File: src/rtl/pmu_pkg.sv
// Shared definitions for the UART wake detector slice.
// State codes are plain logic constants so older netlists and probes keep their encodings.
// The configuration macro UART_WAKE_BYTE_MATCH_EN (used in uart_wake_detector) enables the DATA/STOP states.
package pmu_pkg;

    typedef logic [2:0] state_t;

    localparam state_t ST_IDLE     = 3'd0;
    localparam state_t ST_ARMED    = 3'd1;
    localparam state_t ST_LOW_QUAL = 3'd2;
    localparam state_t ST_DATA     = 3'd3;
    localparam state_t ST_STOP     = 3'd4;
    localparam state_t ST_HOLDOFF  = 3'd5;

    localparam int unsigned WAKE_CNT_W = 8;

    localparam int unsigned DEF_CLKS_PER_BIT   = 868;
    localparam int unsigned DEF_HOLDOFF_CYCLES = 8680;

    // Bits needed by the shared down-counter. The first data-bit delay can reach
    // 1.5 bit times, so bit timing is sized from twice the bit period.
    function automatic int unsigned cnt_width(input int unsigned clks_per_bit,
                                              input int unsigned holdoff_cycles);
        int unsigned longest;
        longest = (2 * clks_per_bit > holdoff_cycles) ? 2 * clks_per_bit : holdoff_cycles;
        return (longest < 2) ? 1 : $clog2(longest + 1);
    endfunction

    localparam int unsigned CNT_W = cnt_width(DEF_CLKS_PER_BIT, DEF_HOLDOFF_CYCLES);

    // States in which the detector reports itself busy.
    function automatic logic is_busy(input state_t s);
        return (s == ST_LOW_QUAL) || (s == ST_DATA) || (s == ST_STOP) || (s == ST_HOLDOFF);
    endfunction

endpackage

File: src/rtl/pmu_sync.sv
// Multi-flop synchroniser for an asynchronous single-bit input.
// RESET_VAL sets the value every stage takes during reset (1 for an idle-high UART line).
module pmu_sync
    import pmu_pkg::*;
#(
    parameter int unsigned STAGES    = 2,
    parameter logic        RESET_VAL = 1'b0
)(
    input  logic clk,
    input  logic rst_n,
    input  logic d,
    output logic q
);

    logic [STAGES-1:0] chain;

    // Shift the raw input through the chain; the last stage is the synchronised value.
    always_ff @(posedge clk or negedge rst_n) begin
        if (!rst_n) begin
            chain <= {STAGES{RESET_VAL}};
        end else begin
            chain <= {chain[STAGES-2:0], d};
        end
    end

    assign q = chain[STAGES-1];

endmodule

File: src/rtl/uart_wake_detector.sv
// Always-on UART wake source: raises a one-cycle uart_wake pulse when, during sleep,
// the RX line shows a qualified start condition, then ignores the line for a holdoff window.
// Optional macro UART_WAKE_BYTE_MATCH_EN: additionally receive one 8N1 byte and wake
// only if it equals WAKE_BYTE with a valid stop bit.
module uart_wake_detector
    import pmu_pkg::*;
#(
    parameter int unsigned CLKS_PER_BIT   = 868,
    parameter int unsigned MIN_LOW_CYCLES = 434,
    parameter int unsigned HOLDOFF_CYCLES = 8680,
    parameter logic [7:0]  WAKE_BYTE      = 8'h55,
    parameter int unsigned SYNC_STAGES    = 2
)(
    input  logic                  clk,
    input  logic                  rst_n,
    input  logic                  sleep_mode,
    input  logic                  uart_rx,
    output logic                  uart_wake,
    output logic [WAKE_CNT_W-1:0] wake_cnt,
    output logic                  busy
);

    localparam int unsigned TMR_W = cnt_width(CLKS_PER_BIT, HOLDOFF_CYCLES);

    // The shared timer counts down to zero, so each load is the interval minus one.
    localparam logic [TMR_W-1:0] LOW_LOAD  = TMR_W'(MIN_LOW_CYCLES - 1);
    localparam logic [TMR_W-1:0] HOLD_LOAD = TMR_W'(HOLDOFF_CYCLES - 1);
    localparam logic [TMR_W-1:0] TMR_ONE   = TMR_W'(1);

`ifdef UART_WAKE_BYTE_MATCH_EN
    localparam logic [TMR_W-1:0] BIT_LOAD   = TMR_W'(CLKS_PER_BIT - 1);
    // Qualification already consumed MIN_LOW_CYCLES of the start bit; the first
    // data sample lands at the centre of data bit 0.
    localparam logic [TMR_W-1:0] FIRST_LOAD = TMR_W'(CLKS_PER_BIT + CLKS_PER_BIT / 2 - MIN_LOW_CYCLES - 1);
`else
    logic [7:0] unused_wake_byte;
    assign unused_wake_byte = WAKE_BYTE;
`endif

    logic             rx;
    state_t           state;
    state_t           state_nx;
    logic [TMR_W-1:0] tmr;
    logic [TMR_W-1:0] tmr_nx;
    logic             wake_nx;

`ifdef UART_WAKE_BYTE_MATCH_EN
    logic [7:0] shreg;
    logic [7:0] shreg_nx;
    logic [2:0] bit_idx;
    logic [2:0] bit_idx_nx;
`endif

    pmu_sync #(
        .STAGES    (SYNC_STAGES),
        .RESET_VAL (1'b1)
    ) u_rx_sync (
        .clk   (clk),
        .rst_n (rst_n),
        .d     (uart_rx),
        .q     (rx)
    );

    // Next-state, timer and wake-pulse decisions for the detector FSM.
    always_comb begin
        state_nx = state;
        tmr_nx   = tmr;
        wake_nx  = 1'b0;
`ifdef UART_WAKE_BYTE_MATCH_EN
        shreg_nx   = shreg;
        bit_idx_nx = bit_idx;
`endif
        case (state)
            ST_IDLE: begin
                // Requiring a high line here keeps a stuck-low line from ever waking.
                if (sleep_mode && rx) begin
                    state_nx = ST_ARMED;
                end
            end
            ST_ARMED: begin
                if (!sleep_mode) begin
                    state_nx = ST_IDLE;
                end else if (!rx) begin
                    state_nx = ST_LOW_QUAL;
                    tmr_nx   = LOW_LOAD;
                end
            end
            ST_LOW_QUAL: begin
                // Timer at zero means MIN_LOW_CYCLES consecutive low samples have been seen.
                if (!sleep_mode) begin
                    state_nx = ST_IDLE;
                end else if (tmr == '0) begin
`ifdef UART_WAKE_BYTE_MATCH_EN
                    state_nx   = ST_DATA;
                    tmr_nx     = FIRST_LOAD;
                    bit_idx_nx = '0;
`else
                    state_nx = ST_HOLDOFF;
                    tmr_nx   = HOLD_LOAD;
                    wake_nx  = 1'b1;
`endif
                end else if (rx) begin
                    state_nx = ST_ARMED;
                end else begin
                    tmr_nx = tmr - TMR_ONE;
                end
            end
`ifdef UART_WAKE_BYTE_MATCH_EN
            ST_DATA: begin
                if (!sleep_mode) begin
                    state_nx = ST_IDLE;
                end else if (tmr == '0) begin
                    // LSB arrives first, so shift in from the top.
                    shreg_nx   = {rx, shreg[7:1]};
                    tmr_nx     = BIT_LOAD;
                    bit_idx_nx = bit_idx + 3'd1;
                    if (bit_idx == 3'd7) begin
                        state_nx = ST_STOP;
                    end
                end else begin
                    tmr_nx = tmr - TMR_ONE;
                end
            end
            ST_STOP: begin
                if (!sleep_mode) begin
                    state_nx = ST_IDLE;
                end else if (tmr == '0) begin
                    if (rx && (shreg == WAKE_BYTE)) begin
                        state_nx = ST_HOLDOFF;
                        tmr_nx   = HOLD_LOAD;
                        wake_nx  = 1'b1;
                    end else begin
                        state_nx = ST_IDLE;
                    end
                end else begin
                    tmr_nx = tmr - TMR_ONE;
                end
            end
`endif
            ST_HOLDOFF: begin
                // Deliberately blind to sleep_mode and rx until the window expires.
                if (tmr == '0) begin
                    state_nx = ST_IDLE;
                end else begin
                    tmr_nx = tmr - TMR_ONE;
                end
            end
            default: begin
                state_nx = ST_IDLE;
                tmr_nx   = '0;
            end
        endcase
    end

    // FSM state and shared timer registers.
    always_ff @(posedge clk or negedge rst_n) begin
        if (!rst_n) begin
            state <= ST_IDLE;
            tmr   <= '0;
        end else begin
            state <= state_nx;
            tmr   <= tmr_nx;
        end
    end

`ifdef UART_WAKE_BYTE_MATCH_EN
    // Received-byte shift register and bit index.
    always_ff @(posedge clk or negedge rst_n) begin
        if (!rst_n) begin
            shreg   <= '0;
            bit_idx <= '0;
        end else begin
            shreg   <= shreg_nx;
            bit_idx <= bit_idx_nx;
        end
    end
`endif

    // Registered outputs: wake pulse, saturating wake counter and busy flag.
    always_ff @(posedge clk or negedge rst_n) begin
        if (!rst_n) begin
            uart_wake <= 1'b0;
            wake_cnt  <= '0;
            busy      <= 1'b0;
        end else begin
            uart_wake <= wake_nx;
            busy      <= is_busy(state_nx);
            if (wake_nx && (wake_cnt != '1)) begin
                wake_cnt <= wake_cnt + WAKE_CNT_W'(1);
            end
        end
    end

endmodule

File: config.mk
export PLATFORM = sky130hd
export DESIGN_NAME = uart_wake_detector
export DESIGN_NICKNAME = d
export VERILOG_FILES = /design/src/rtl/pmu_pkg.sv /design/src/rtl/pmu_sync.sv /design/src/rtl/uart_wake_detector.sv
export SDC_FILE = /design/constraint.sdc
export NUM_CORES = 1
export LEC_CHECK = 0
export CELL_PAD_IN_SITES_DETAIL_PLACEMENT = 1
export CELL_PAD_IN_SITES_GLOBAL_PLACEMENT = 1
export CORE_UTILIZATION = 44
export CTS_CLUSTER_DIAMETER = 200
export CTS_CLUSTER_SIZE = 40
export DETAILED_ROUTE_END_ITERATION = 12
export HOLD_SLACK_MARGIN = 0.06
export PLACE_DENSITY_LB_ADDON = 0.1
export SYNTH_ARGS = -nofsm -noshare
export SYNTH_HDL_FRONTEND = slang
export SYNTH_SLANG_ARGS = --single-unit
File: constraint.sdc
create_clock -name clk -period 3.1 [get_ports clk]
set_clock_uncertainty 0.15 [all_clocks]
set_input_delay 0.62 -clock clk [delete_from_list [all_inputs] [get_ports clk]]
set_output_delay 0.62 -clock clk [all_outputs]
set_load 0.1 [all_outputs]
* Word level (Yosys, flattened, before mapping)
Index checks and enable logic that the tools add are counted.
Word-level totals: bits in registers 29, input port bits 4, output and inout bits 10, logic and storage cells 48
Cells by class: bitwise operators 1, muxes and demuxes 18, equal/unequal tests 13, reductions and logical operators 8, $add $sub $neg 2
Operators by type and width (count):
- $mux W14 | 6
- $pmux W14 S4 | 1
- $mux W3 | 7
- $logic_not A14 Y1 | 1
- $sub A14 B1 Y14 const B | 1
- $pmux W3 S4 | 1
- $eq A3 B2 Y1 const B | 3
- $eq A3 B3 Y1 const B | 3
- $add A8 B1 Y8 const B | 1
- $ne A2 B2 Y1 const B | 4
- $ne A8 B8 Y1 const B | 1
- $reduce_and A6 Y1 | 1
- $eq A3 B1 Y1 const B | 1
- $logic_not A3 Y1 | 1
- $logic_or A1 B1 Y1 | 3
- $mux W1 | 3
- $ne A3 B3 Y1 const B | 1
- $logic_and A1 B1 Y1 | 2
- $not A1 Y1 | 1

* Depth between registers and ports, before layout
word-level depth 8, depth in mapped cells 9, gate-level depth less buffers 7

* Cells and area by module
Synthesis repeated with hierarchy kept, for this count alone.
Unflattened totals: cells, all modules 163, area total of the unflattened synthesis 1604.0 µm²
Modules (own cells, without submodules):
- uart_wake_detector | cells each 161, sequential area each 675.6 µm², times used 1, area an instance 1551.5 µm²
- pmu_sync | cells each 2, sequential area each 52.6 µm², times used 1, area an instance 52.6 µm²

* Worst setup path after synthesis
Ideal clock, no wire load.
path type register -> register, from register tmr[0], to register wake_cnt[6], library setup time 0.160 ns, data required time 2.790 ns, clock period less this slack 2.660 ns, buffers on the path 0, arrival time 2.350 ns, stages on the path, launching flop included 8, slack 0.440 ns, cell sequence dfrtp_1 inv_1 ha_1 nor4b_1 nand4_1 a311oi_2 nand4_1 xnor2_1
On the way: cells in the longest elaborated chain, start to end 5
RTL lines:
- start: declaration | RTL line uart_wake_detector.sv:43 | logic [TMR_W-1:0] tmr;
- start signal: assignment | RTL line uart_wake_detector.sv:162 | tmr <= tmr_nx;
- $logic_not A14 Y1 | RTL line uart_wake_detector.sv:92 | end else if (tmr == '0) begin
- $mux W1 | RTL line uart_wake_detector.sv:92
- $mux W1 | RTL line uart_wake_detector.sv:90 | if (!sleep_mode) begin
- $mux W1 | RTL line uart_wake_detector.sv:73 | case (state)
- $logic_and A1 B1 Y1 | RTL line uart_wake_detector.sv:188 | if (wake_nx && (wake_cnt != '1)) begin
- end signal: assignment | RTL line uart_wake_detector.sv:189 | wake_cnt <= wake_cnt + WAKE_CNT_W'(1);
- end: declaration | RTL line uart_wake_detector.sv:19 | output logic [WAKE_CNT_W-1:0] wake_cnt,
Every way passes these cells. A chain may end at the register's enable or synchronous reset.

* Worst setup path in the final report
from register tmr[0], to register wake_cnt[1]
The elaborated chain is that of the path after synthesis.

==> flow_metrics.env <==
export IMPL_cp_required_ns=3.16
export IMPL_fp_dieW_um=62.5
export IMPL_timing_final_crit_period_ns=2.97
export IMPL_grt_use_total_pct=23.1
export IMPL_power_density_nw_per_um2=727
export IMPL_rows=21
export IMPL_yosysMostFrequentCell="dfrtp_1"
export IMPL_rsz0062_at_grt="true"
export IMPL_syn_avg_cell_area_sq_um=10.1
export IMPL_grt_pass1_vias=1384
export IMPL_hold_class="reg -> reg"
export IMPL_cts_sinks=29
export IMPL_crit_path_start_kind="flop"
export IMPL_antenna_found_initial=0
export IMPL_syn_nets=166
export IMPL_postCtsHoldBufs=0
export IMPL_cts_resized_gates=0
export IMPL_power_mw=1.33
export IMPL_postLayoutCoreUtil_pct=53.4
export IMPL_path_class="reg -> reg"
export IMPL_cp_arrival_ns=3.03
export IMPL_firstDrtPassIters=4
export IMPL_cts_htree_levels=2
export IMPL_fillers=400
export IMPL_area_growth_pct=13.2
export IMPL_setup_violations=0
export IMPL_ys_seq_area_share_pct=45.2
export IMPL_r2r_start="tmr[0]"
export IMPL_max_slew_margin_pct=46.4
export IMPL_yosysWarnings=0
export IMPL_drive_above_1_share_pct=19.7
export IMPL_grt_pass1_wl_um=6960
export IMPL_drc=0
export IMPL_clock_path_buffers=2
export IMPL_dpl_cell_count=221
export IMPL_period_share_pct=95.7
export IMPL_cts_buffers=5
export IMPL_place_congestion=0.839
export IMPL_ios=14
export IMPL_synth_top_area_share_pct=41.9
export IMPL_avgRoutedWirePerCell_um=17.8
export IMPL_drv_cap=0
export IMPL_synth_edf_count=0
export IMPL_antenna_cells=0
export IMPL_dpl_cell_area_sq_um=1780
export IMPL_synth_flop_cell="dfrtp_1"
export IMPL_worst_slack_ns=0.133
export IMPL_cp_max_fo=8
export IMPL_dieArea_sq_um=3910
export IMPL_worst_setup_path_end_kind="flop"
export IMPL_die_y_um=62.5
export IMPL_post_cts_buffers=0
export IMPL_start_util_pct=47.2
export IMPL_clkSlewWorstSetupHoldPaths_ns=0.10
export IMPL_syn_inst=160
export IMPL_peakVddDrop_mv=0.433
export IMPL_grt_overflow=0
export IMPL_core_area_sq_um=3420
export IMPL_dp_worst_setup_slack_ns=0.186
export IMPL_crit_path_end="wake_cnt[1]"
export IMPL_reg2regPathDepth=7
export IMPL_status="completed"
export IMPL_synth_commonest_cells="dfrtp_1, inv_1, nand2_1"
export IMPL_seq_area_sq_um=728
export IMPL_via_per_inst=6.08
export IMPL_grt_max_degree=30
export IMPL_routed_wl_um=4070
export IMPL_worstReg2RegEnd="wake_cnt[1]"
export IMPL_synth_area_sq_um=1610
export IMPL_r2r_slack_ns=0.13
export IMPL_dp_hpwl_um=2950
export IMPL_ant_nets=0
export IMPL_drtIter0Drc=108
export IMPL_async_flop_share_pct=100
export IMPL_final_cells=229
export IMPL_synth_seq_cells=29
export IMPL_cts_tree="yes"
export IMPL_synth_cell_types=44
export IMPL_num_nets_final=188
export IMPL_p_leak_nw=0.804
export IMPL_cp_startpoint="tmr[0]"
export IMPL_numPortBuffers=13
export IMPL_final_area_sq_um=1830
export IMPL_multi_input_comb_area_sq_um=798
export IMPL_drv_slew=0
export IMPL_clk_root_buffer_cell="clkbuf_4"
export IMPL_tightest_slew_ns=0.795
export IMPL_clk_latency_ns=0.35
export IMPL_vias=1393
export IMPL_synth_top_area_cell="dfrtp_1"
export IMPL_hold_viol=0
export IMPL_fmax_ghz=0.337
export IMPL_synth_top_cells_by_area="dfrtp_1, dfstp_2, o221ai_1"
## kinds of logic (layout without fill, tap and decap cells)
logic type | Yosys count | in the layout | share of synthesized area, %
muxes | 2 | 2 | 1.32
DFF | 29 | 29 | 45.2
and+or+nand+nor | 58 | 58 | 20.9
xor gates and xnor gates | 7 | 7 | 3.80
adders and majority gates | 2 | 2 | 1.55
buffers and inverters | 15 | 38 | 5.35
AOI/OAI and AO/OA | 47 | 47 | 22.0
## cell type report
cell class | count | share of cell area [%]
Timing Repair Buffer | 19 | 8.22
Sequential cell | 29 | 39.9
Inverter | 11 | 2.26
Clock buffer | 7 | 2.47
Tap cell | 46 | 3.15
Multi-Input combinational cell | 116 | 43.7
Clock inverter | 1 | 0.274
## cell usage in the layout, fill, tap and decap left out, types with 3 or more instances in the layout
master           Yosys  layout
a21boi_0             3       3
a21oi_1              7       7
a31oi_1              4       4
a32o_1               5       5
and3_1               3       3
buf_4                0      16
clkbuf_4             0       5
clkdlybuf4s50_1      0       3
dfrtp_1             27      27
inv_1               11      11
nand2_1             11      11
nand3_1              5       5
nand4_1              5       5
nor2_1               9       9
nor3_1               6       6
nor4_1               5       5
o21ai_0              4       4
o221ai_1             6       6
o22ai_1              8       8
xnor2_1              6       6
## worst min path at each step
stage                                  start                  to  depth (start not counted)
after floorplan                        rst_n                busy                          0
after global placement    u_rx_sync.chain[0]  u_rx_sync.chain[1]                          0
after detailed placement  u_rx_sync.chain[0]  u_rx_sync.chain[1]                          0
after CTS                 u_rx_sync.chain[0]  u_rx_sync.chain[1]                          0
after global routing      u_rx_sync.chain[0]  u_rx_sync.chain[1]                          0
final                     u_rx_sync.chain[0]  u_rx_sync.chain[1]                          0
## power by group
| group | switching, mW | internal [mW] |
|---|---|---|
| clock | 0.141 | 0.0883 |
| combinational | 0.365 | 0.215 |
| sequential | 0.0798 | 0.439 |
| total | 0.586 | 0.742 |
## state kept, by name, indices dropped and copies added, names as in the netlist
signal / flops
busy: 1
wake_cnt: 8
state: 3
uart_wake: 1
u_rx_sync.chain: 2
tmr: 14
## critical path, cell delays in order (launching register included)
cell and delay (ns):
dfrtp_1 0.40, inv_1 0.11, ha_1 0.23, nor4b_1 0.27, buf_4 0.19, nand4_1 0.37, a311oi_2 0.72, mux2_2 0.40
## layer usage
metal / vias to the layer above / track usage [%] / share of wire, %
met5: - / 0 / 0
met4: 0 / 9.59 / 2.0
met3: 12 / 5.47 / 3.9
met2: 33 / 37.1 / 49
met1: 689 / 29.7 / 45
li1: 659 / - / -
## through the flow
stage	hold slack, ns	setup TNS (ns)
after floorplan	0.174	0
after global placement	0.196	0
after detailed placement	0.197	0
after CTS	0.209	0
after global routing	0.216	-0.417
final	0.208	0
Note: power is estimated with default switching activity, not from simulation.
